--- src/rtl/atomic_alu_sequencer_if.sv ---
// Command, ALU, response, host-write and debug-read bundle for atomic_alu_sequencer.
// The slave modport is the sequencer side; master is the host/ALU/consumer side.
interface atomic_alu_sequencer_if #(
   parameter int DATA_W = 32,
   parameter int AW     = 3,
   parameter int OP_W   = 3
);
   logic                   cmd_valid;
   logic                   cmd_ready;
   logic [OP_W+3*AW-1:0]   cmd;

   logic [OP_W-1:0]        alu_op;
   logic [DATA_W-1:0]      alu_a;
   logic [DATA_W-1:0]      alu_b;
   logic [DATA_W-1:0]      alu_y;
   logic                   alu_o;
   logic                   alu_c;
   logic                   alu_z;
   logic                   alu_n;

   logic                   rsp_valid;
   logic                   rsp_ready;
   logic [DATA_W-1:0]      rsp_data;
   logic [3:0]             rsp_flags;
   logic                   rsp_cas_ok;

   logic                   host_we;
   logic [AW-1:0]          host_waddr;
   logic [DATA_W-1:0]      host_wdata;

   logic [AW-1:0]          dbg_raddr;
   logic [DATA_W-1:0]      dbg_rdata;

   modport slave (
      input  cmd_valid, cmd,
      output cmd_ready,
      output alu_op, alu_a, alu_b,
      input  alu_y, alu_o, alu_c, alu_z, alu_n,
      output rsp_valid, rsp_data, rsp_flags, rsp_cas_ok,
      input  rsp_ready,
      input  host_we, host_waddr, host_wdata,
      input  dbg_raddr,
      output dbg_rdata
   );

   modport master (
      output cmd_valid, cmd,
      input  cmd_ready,
      input  alu_op, alu_a, alu_b,
      output alu_y, alu_o, alu_c, alu_z, alu_n,
      input  rsp_valid, rsp_data, rsp_flags, rsp_cas_ok,
      output rsp_ready,
      output host_we, host_waddr, host_wdata,
      output dbg_raddr,
      input  dbg_rdata
   );
endinterface

--- src/rtl/atomic_alu_sequencer.sv ---
// Command sequencer owning the register file that feeds an external combinational ALU.
// Optional macro ZERO_REG_EN makes register 0 a hardwired zero.
//
// state | meaning
// ------+---------------------------------------------------------------
// IDLE  | cmd_ready high, waiting for cmd_valid
// READ  | drive alu_a/alu_b/alu_op from the register file
// EXEC  | sample ALU result/flags, perform writeback or CAS swap
// RESP  | rsp_valid high, hold response until rsp_ready
module atomic_alu_sequencer #(
   parameter int              DATA_W     = 32,
   parameter int              NREGS      = 8,
   parameter int              AW         = $clog2(NREGS),
   parameter int              OP_W       = 3,
   parameter logic [OP_W-1:0] CAS_OP     = 3'b111,
   parameter logic [OP_W-1:0] CAS_SUB_OP = 3'b001
) (
   input  logic                    clk,
   input  logic                    rst_n,
   atomic_alu_sequencer_if.slave   bus
);

   localparam logic [1:0] S_IDLE = 2'd0;
   localparam logic [1:0] S_READ = 2'd1;
   localparam logic [1:0] S_EXEC = 2'd2;
   localparam logic [1:0] S_RESP = 2'd3;

`ifdef ZERO_REG_EN
   localparam bit ZERO_REG = 1'b1;
`else
   localparam bit ZERO_REG = 1'b0;
`endif

   logic [1:0]         state;
   logic [OP_W-1:0]    op_q;
   logic [AW-1:0]      a1_q;
   logic [AW-1:0]      a2_q;
   logic [AW-1:0]      a3_q;

   logic [DATA_W-1:0]  regs [NREGS];

   logic [OP_W-1:0]    alu_op_q;
   logic [DATA_W-1:0]  alu_a_q;
   logic [DATA_W-1:0]  alu_b_q;
   logic [DATA_W-1:0]  rsp_data_q;
   logic [3:0]         rsp_flags_q;
   logic               rsp_cas_ok_q;

   logic               is_cas;
   logic [DATA_W-1:0]  rf_a1;
   logic [DATA_W-1:0]  rf_a2;
   logic [DATA_W-1:0]  rf_a3;
   logic               wb_en;
   logic [AW-1:0]      wb_addr;
   logic [DATA_W-1:0]  wb_data;
   logic               host_en;

   function automatic logic [DATA_W-1:0] rf_read(input logic [AW-1:0] addr);
      if (ZERO_REG && (addr == '0)) begin
         return '0;
      end
      return regs[addr];
   endfunction

   assign is_cas = (op_q == CAS_OP);
   assign rf_a1  = rf_read(a1_q);
   assign rf_a2  = rf_read(a2_q);
   assign rf_a3  = rf_read(a3_q);

   // A CAS swap writes the pre-edge value of reg[a3] into reg[a1]; plain ops write alu_y to a3.
   always_comb begin
      wb_en   = 1'b0;
      wb_addr = a3_q;
      wb_data = bus.alu_y;
      if (state == S_EXEC) begin
         if (!is_cas) begin
            wb_en = 1'b1;
         end else if (bus.alu_z) begin
            wb_en   = 1'b1;
            wb_addr = a1_q;
            wb_data = rf_a3;
         end
      end
      if (ZERO_REG && (wb_addr == '0)) begin
         wb_en = 1'b0;
      end
   end

   assign host_en = bus.host_we && !(ZERO_REG && (bus.host_waddr == '0));

   // Internal writeback has priority over a host write to the same register.
   always_ff @(posedge clk or negedge rst_n) begin
      if (!rst_n) begin
         for (int i = 0; i < NREGS; i++) begin
            regs[i] <= '0;
         end
      end else begin
         for (int i = 0; i < NREGS; i++) begin
            if (wb_en && (wb_addr == AW'(i))) begin
               regs[i] <= wb_data;
            end else if (host_en && (bus.host_waddr == AW'(i))) begin
               regs[i] <= bus.host_wdata;
            end
         end
      end
   end

   always_ff @(posedge clk or negedge rst_n) begin
      if (!rst_n) begin
         state        <= S_IDLE;
         op_q         <= '0;
         a1_q         <= '0;
         a2_q         <= '0;
         a3_q         <= '0;
         alu_op_q     <= '0;
         alu_a_q      <= '0;
         alu_b_q      <= '0;
         rsp_data_q   <= '0;
         rsp_flags_q  <= '0;
         rsp_cas_ok_q <= 1'b0;
      end else begin
         case (state)
            S_IDLE: begin
               if (bus.cmd_valid) begin
                  op_q  <= bus.cmd[OP_W+3*AW-1 -: OP_W];
                  a1_q  <= bus.cmd[3*AW-1 -: AW];
                  a2_q  <= bus.cmd[2*AW-1 -: AW];
                  a3_q  <= bus.cmd[AW-1:0];
                  state <= S_READ;
               end
            end
            S_READ: begin
               alu_a_q  <= rf_a1;
               alu_b_q  <= rf_a2;
               alu_op_q <= is_cas ? CAS_SUB_OP : op_q;
               state    <= S_EXEC;
            end
            S_EXEC: begin
               rsp_flags_q <= {bus.alu_o, bus.alu_c, bus.alu_z, bus.alu_n};
               if (is_cas) begin
                  rsp_data_q   <= alu_a_q;
                  rsp_cas_ok_q <= bus.alu_z;
               end else begin
                  rsp_data_q   <= bus.alu_y;
                  rsp_cas_ok_q <= 1'b0;
               end
               state <= S_RESP;
            end
            S_RESP: begin
               if (bus.rsp_ready) begin
                  state <= S_IDLE;
               end
            end
            default: state <= S_IDLE;
         endcase
      end
   end

   assign bus.cmd_ready  = (state == S_IDLE);
   assign bus.rsp_valid  = (state == S_RESP);
   assign bus.alu_op     = alu_op_q;
   assign bus.alu_a      = alu_a_q;
   assign bus.alu_b      = alu_b_q;
   assign bus.rsp_data   = rsp_data_q;
   assign bus.rsp_flags  = rsp_flags_q;
   assign bus.rsp_cas_ok = rsp_cas_ok_q;
   assign bus.dbg_rdata  = rf_read(bus.dbg_raddr);

endmodule
--- src/flat_wrapper.sv ---
// flat-port wrapper written by rule: the top's interface ports become plain ports
module atomic_alu_sequencer_flat 
#(
   parameter int              DATA_W     = 32,
   parameter int              NREGS      = 8,
   parameter int              AW         = $clog2(NREGS),
   parameter int              OP_W       = 3,
   parameter logic [OP_W-1:0] CAS_OP     = 3'b111,
   parameter logic [OP_W-1:0] CAS_SUB_OP = 3'b001
)
  (clk, rst_n, bus_cmd_valid, bus_cmd, bus_cmd_ready, bus_alu_op, bus_alu_a, bus_alu_b, bus_alu_y, bus_alu_o, bus_alu_c, bus_alu_z, bus_alu_n, bus_rsp_valid, bus_rsp_data, bus_rsp_flags, bus_rsp_cas_ok, bus_rsp_ready, bus_host_we, bus_host_waddr, bus_host_wdata, bus_dbg_raddr, bus_dbg_rdata);
  atomic_alu_sequencer_if #(.DATA_W(DATA_W), .AW(AW), .OP_W(OP_W)) bus_i ();
  input  logic clk;
  input  logic rst_n;
  input wire logic [$bits(bus_i.cmd_valid)-1:0] bus_cmd_valid;
  input wire logic [$bits(bus_i.cmd)-1:0] bus_cmd;
  output wire logic [$bits(bus_i.cmd_ready)-1:0] bus_cmd_ready;
  output wire logic [$bits(bus_i.alu_op)-1:0] bus_alu_op;
  output wire logic [$bits(bus_i.alu_a)-1:0] bus_alu_a;
  output wire logic [$bits(bus_i.alu_b)-1:0] bus_alu_b;
  input wire logic [$bits(bus_i.alu_y)-1:0] bus_alu_y;
  input wire logic [$bits(bus_i.alu_o)-1:0] bus_alu_o;
  input wire logic [$bits(bus_i.alu_c)-1:0] bus_alu_c;
  input wire logic [$bits(bus_i.alu_z)-1:0] bus_alu_z;
  input wire logic [$bits(bus_i.alu_n)-1:0] bus_alu_n;
  output wire logic [$bits(bus_i.rsp_valid)-1:0] bus_rsp_valid;
  output wire logic [$bits(bus_i.rsp_data)-1:0] bus_rsp_data;
  output wire logic [$bits(bus_i.rsp_flags)-1:0] bus_rsp_flags;
  output wire logic [$bits(bus_i.rsp_cas_ok)-1:0] bus_rsp_cas_ok;
  input wire logic [$bits(bus_i.rsp_ready)-1:0] bus_rsp_ready;
  input wire logic [$bits(bus_i.host_we)-1:0] bus_host_we;
  input wire logic [$bits(bus_i.host_waddr)-1:0] bus_host_waddr;
  input wire logic [$bits(bus_i.host_wdata)-1:0] bus_host_wdata;
  input wire logic [$bits(bus_i.dbg_raddr)-1:0] bus_dbg_raddr;
  output wire logic [$bits(bus_i.dbg_rdata)-1:0] bus_dbg_rdata;
  assign bus_i.cmd_valid = bus_cmd_valid;
  assign bus_i.cmd = bus_cmd;
  assign bus_cmd_ready = bus_i.cmd_ready;
  assign bus_alu_op = bus_i.alu_op;
  assign bus_alu_a = bus_i.alu_a;
  assign bus_alu_b = bus_i.alu_b;
  assign bus_i.alu_y = bus_alu_y;
  assign bus_i.alu_o = bus_alu_o;
  assign bus_i.alu_c = bus_alu_c;
  assign bus_i.alu_z = bus_alu_z;
  assign bus_i.alu_n = bus_alu_n;
  assign bus_rsp_valid = bus_i.rsp_valid;
  assign bus_rsp_data = bus_i.rsp_data;
  assign bus_rsp_flags = bus_i.rsp_flags;
  assign bus_rsp_cas_ok = bus_i.rsp_cas_ok;
  assign bus_i.rsp_ready = bus_rsp_ready;
  assign bus_i.host_we = bus_host_we;
  assign bus_i.host_waddr = bus_host_waddr;
  assign bus_i.host_wdata = bus_host_wdata;
  assign bus_i.dbg_raddr = bus_dbg_raddr;
  assign bus_dbg_rdata = bus_i.dbg_rdata;
  atomic_alu_sequencer #(.DATA_W(DATA_W), .NREGS(NREGS), .AW(AW), .OP_W(OP_W), .CAS_OP(CAS_OP), .CAS_SUB_OP(CAS_SUB_OP)) u_core (.clk(clk), .rst_n(rst_n), .bus(bus_i));
endmodule
--- config.mk ---
export PLATFORM = sky130hd
export DESIGN_NAME = atomic_alu_sequencer_flat
export DESIGN_NICKNAME = d
export VERILOG_FILES = /design/src/rtl/atomic_alu_sequencer_if.sv /design/src/rtl/atomic_alu_sequencer.sv /design/src/flat_wrapper.sv
export SDC_FILE = /design/constraint.sdc
export NUM_CORES = 1
export LEC_CHECK = 0
export CAP_MARGIN = 20
export CELL_PAD_IN_SITES_DETAIL_PLACEMENT = 0
export CELL_PAD_IN_SITES_GLOBAL_PLACEMENT = 1
export CORE_UTILIZATION = 44
export DETAILED_ROUTE_END_ITERATION = 10
export HOLD_SLACK_MARGIN = 0.12
export PLACE_DENSITY = 0.87
export REMOVE_ABC_BUFFERS = 1
export SYNTH_ARGS = -nofsm -noshare
export SYNTH_HDL_FRONTEND = slang
export SYNTH_SLANG_ARGS = --single-unit
--- constraint.sdc ---
create_clock -name clk -period 2.3 [get_ports clk]
set_clock_uncertainty 0.2 [all_clocks]
set_input_delay 0.46 -clock clk [delete_from_list [all_inputs] [get_ports clk]]
set_output_delay 0.46 -clock clk [all_outputs]
set_load 0.02 [all_outputs]
==> summary.txt <==
Main combinational cell family by area after synthesis: multiplexers
Mapped Avg Cell Area: 12.7 um2
CP top delay family: multiplexers
CP Data Required Time: 1.64 ns
Syn Inst Count: 1987
Initial core utilization: 44.7%
Via density: 6.30
Post-route insts no fill: 3300
Number of DRC markers in iteration 0: 1946
FILL cells: 4303
Remaining antenna violation count: 0
Core Region: 56500 um2
Pin count of the biggest net entering global routing: 77
XOR/XNOR share of the synthesized area: 0%
Synthesis Warnings: 0
Nets: 2601
Dominant cell type by area after synthesis: dfrtp_1
# IOs: 229
Post-synthesis compound-gate area fraction: 7.17%
Most area-consuming cells after synthesis: dfrtp_1 37%, mux2i_1 28%, mux4_2 17%
DR pass1 iterations: 5
Slowest cell on crit path: mux4_2
Status: complete, but fails checks
Buf+Inv Stages, Crit Path: 1
Hold Fails Final Rpt: 0
Cells on worst reg2reg path: 4
Post-synth EDFFs: 0
Fin crit share: 113%
Global-route wire length before repair: 135 mm
Number of global-route vias before repair: 21585
Crit path largest cell delay: 0.50 ns
Max Slew Vio Count: 0
Clk slew on worst S/H paths: 0.06 ns
Adder-Cell Fraction of Synth Area: 0.248%
Placer Congestion: 0.894
Power Total: 52.4 mW
TritonCTS clock tree: built
Wire per inst: 27.4 um
CTS Root Buffer Type: clkbuf_16
Die Wd: 242 um
Initial antenna violation count: 4
Worst Path Arrival: 1.94 ns
PD cells: 1560 nW/um2
GRT Util Overall: 30.5%
Critical path cell sequence: mux4_2, mux2_4, buf_6
Gr ovfl total: 0
Synth Flop Type: dfrtp_1
Yosys reg bits: 374
Clock Sinks: 374
Endpoint type of the worst setup path: primary output
Die area: 58300 um2
Fraction of met2 tracks used by global routing: 48.1%
Count of cell types in the netlist: 42
Share of layout cells above drive strength 1: 34.7%
DP Worst Slack: -0.674 ns
Final period demand of the worst path: 2.60 ns
Sequential area share after synthesis: 37.1%
Fin util: 59.5%
Setup ws final: -0.295 ns
Mux cell area share after synthesis: 47.4%
Worst Path Max Fanout: 2
Max-cap violations: 0
Clock Latency Late Sink: 0.59 ns
Max rail drop VDD: 0.994 mV
Worst r2r src: u_core.a1_q[0]$_DFFE_PN0P_
DRT Wirelength: 90.6 mm
R2r endpoint: u_core.bus.alu_a[28]$_DFFE_PN0N_
Remaining DRCs: 0
Area grow syn2layout: 33.2%
CTS max path bufs: 3
Input/output buffers: 228
Synth Cell Area: 25200 um2
Clock buffer count from CTS: 45
CP Launch Type: flop
Inst Count DP: 3182
H-tree levels: 2
Slew headroom: 41.2%
Die span in y: 242 um
Crit path kind: reg -> out
Worst reg-to-reg setup slack: 0.06 ns
Failing checks: setup timing
GRT met1 Usage: 40.5%
RSZ-0062 raised after global routing: yes
Setup_tns: -7.70 ns
HP Class: in -> async
GRT busiest layer: met2
Final count of negative-setup-slack endpoints: 32
Pleak: 16.2 nW
Hpwl dp: 58.4 mm
Post-synth top area share: 37.1%
FMAX: 385 MHz
Simple-gate share of the synthesized area: 3.34%
Worst Max-Slew Pin Slew: 0.882 ns
Async SR Flop Fraction: 100%
Met3 usage: 6.73%
Total number of vias: 20777
Row count: 87
[layout make-up]
type                    instances  area (um2)  area share, %
inverters                       9        33.8          0.100
flip-flops and latches        374        9380           27.9
multi-input cells            1390       14900           44.4
clock buffers                  64        1310           3.90
diodes                          2        5.00         0.0149
repair buffers                685        6800           20.2
clock inverters                20         215          0.640
well taps                     756         946           2.81
[cells in the mapped netlist (all sizes together) (11+ instances only)]
cell	n
mux2i	706
dfrtp	374
mux4	192
buf	163
nor2	98
nand2	71
a21oi	68
a22oi	64
a31oi	64
clkbuf	51
mux2	49
a21boi	32
o21ai	11
[layout by cell type, fill, tap and decap left out, types with 3 or more instances in the layout]
master | Yosys | final
mux2i_1 | 704 | 701
buf_4 | 21 | 375
dfrtp_1 | 374 | 367
mux4_2 | 192 | 192
clkdlybuf4s50_1 | 0 | 178
nor2_1 | 97 | 96
buf_12 | 0 | 77
nand2_1 | 71 | 70
a21oi_1 | 66 | 66
a22oi_1 | 64 | 64
clkbuf_16 | 0 | 49
buf_6 | 26 | 34
a31oi_1 | 32 | 32
a21boi_0 | 32 | 32
a31oi_2 | 32 | 32
mux2_4 | 0 | 28
mux2_2 | 49 | 21
clkinv_2 | 0 | 11
clkbuf_1 | 49 | 10
inv_1 | 9 | 8
o21ai_4 | 4 | 8
dlygate4sd2_1 | 0 | 8
clkbuf_8 | 0 | 7
dfrtp_4 | 0 | 5
nand2b_1 | 4 | 4
bufinv_16 | 0 | 4
dlymetal6s2s_1 | 0 | 4
mux2i_2 | 0 | 3
nand3_1 | 3 | 3
o21ai_0 | 3 | 3
nor3_4 | 0 | 3
nand4b_1 | 3 | 3
ha_1 | 5 | 3
clkinvlp_4 | 0 | 3
[cell families (layout without fill, tap and decap cells)]
family / Yosys count / after routing
AOI/OAI and AO/OA: 242 / 242
adders and majority gates: 5 / 5
buffers and inverters: 223 / 778
DFF: 374 / 374
muxes: 947 / 947
other: 0 / 2
and+or+nand+nor: 196 / 196
[flip-flops by register name, summed over array words and instances, names as in the netlist]
signal and count:
u_core.a1_q 3, u_core.a2_q 3, u_core.bus.alu_op 3, u_core.state 2, u_core.bus.rsp_data 32, u_core.bus.alu_b 32
u_core.bus.rsp_flags 4, u_core.bus.rsp_cas_ok 1, u_core.op_q 3, u_core.regs 256, u_core.bus.alu_a 32, u_core.a3_q 3
[power breakdown]
group          leakage [nW]  internal [mW]  switching, mW  total (mW)
logic                  11.2           16.6           15.8        32.4
registers              4.29           10.0           2.45        12.5
clock network         0.750           4.42           3.02        7.45
[worst max path at each step]
| stage | from | end | cells past startpoint |
|---|---|---|---|
| final | u_core.regs[30]$_DFFE_PN0P_ | bus_dbg_rdata[30] | 3 |
| after global routing | u_core.regs[30]$_DFFE_PN0P_ | bus_dbg_rdata[30] | 3 |
| after CTS | u_core.regs[216]$_DFFE_PN0P_ | bus_dbg_rdata[24] | 3 |
| after detailed placement | bus_dbg_raddr[0] | bus_dbg_rdata[24] | 5 |
| after global placement | bus_dbg_raddr[0] | bus_dbg_rdata[10] | 5 |
| after floorplan | u_core.a3_q[0]$_DFFE_PN0P_ | u_core.regs[100]$_DFFE_PN0P_ | 3 |
[layer usage]
layer | vias up | wire length (um)
met5 | - | 21
met4 | 4 | 3840
met3 | 293 | 8270
met2 | 1204 | 42100
met1 | 10616 | 36400
li1 | 8660 | -
[repair_timing]
action	in CTS	in global routing
buffers inserted	19	10
hold buffers	1	0
endpoints found under the hold margin	374	0
resized for setup	238	19
pin swaps	0	0
gates cloned	0	2
setup endpoints to repair	90	131
[stage by stage]
stage / area (um2) / hold slack (ns)
after global placement: 31600 / 0.202
after global routing: 33600 / 0.230
final: 33600 / 0.210
after detailed placement: 31600 / 0.210
after CTS: 33400 / 0.195
after floorplan: 24100 / -0.0356
Note: power is estimated with default switching activity, not from simulation.
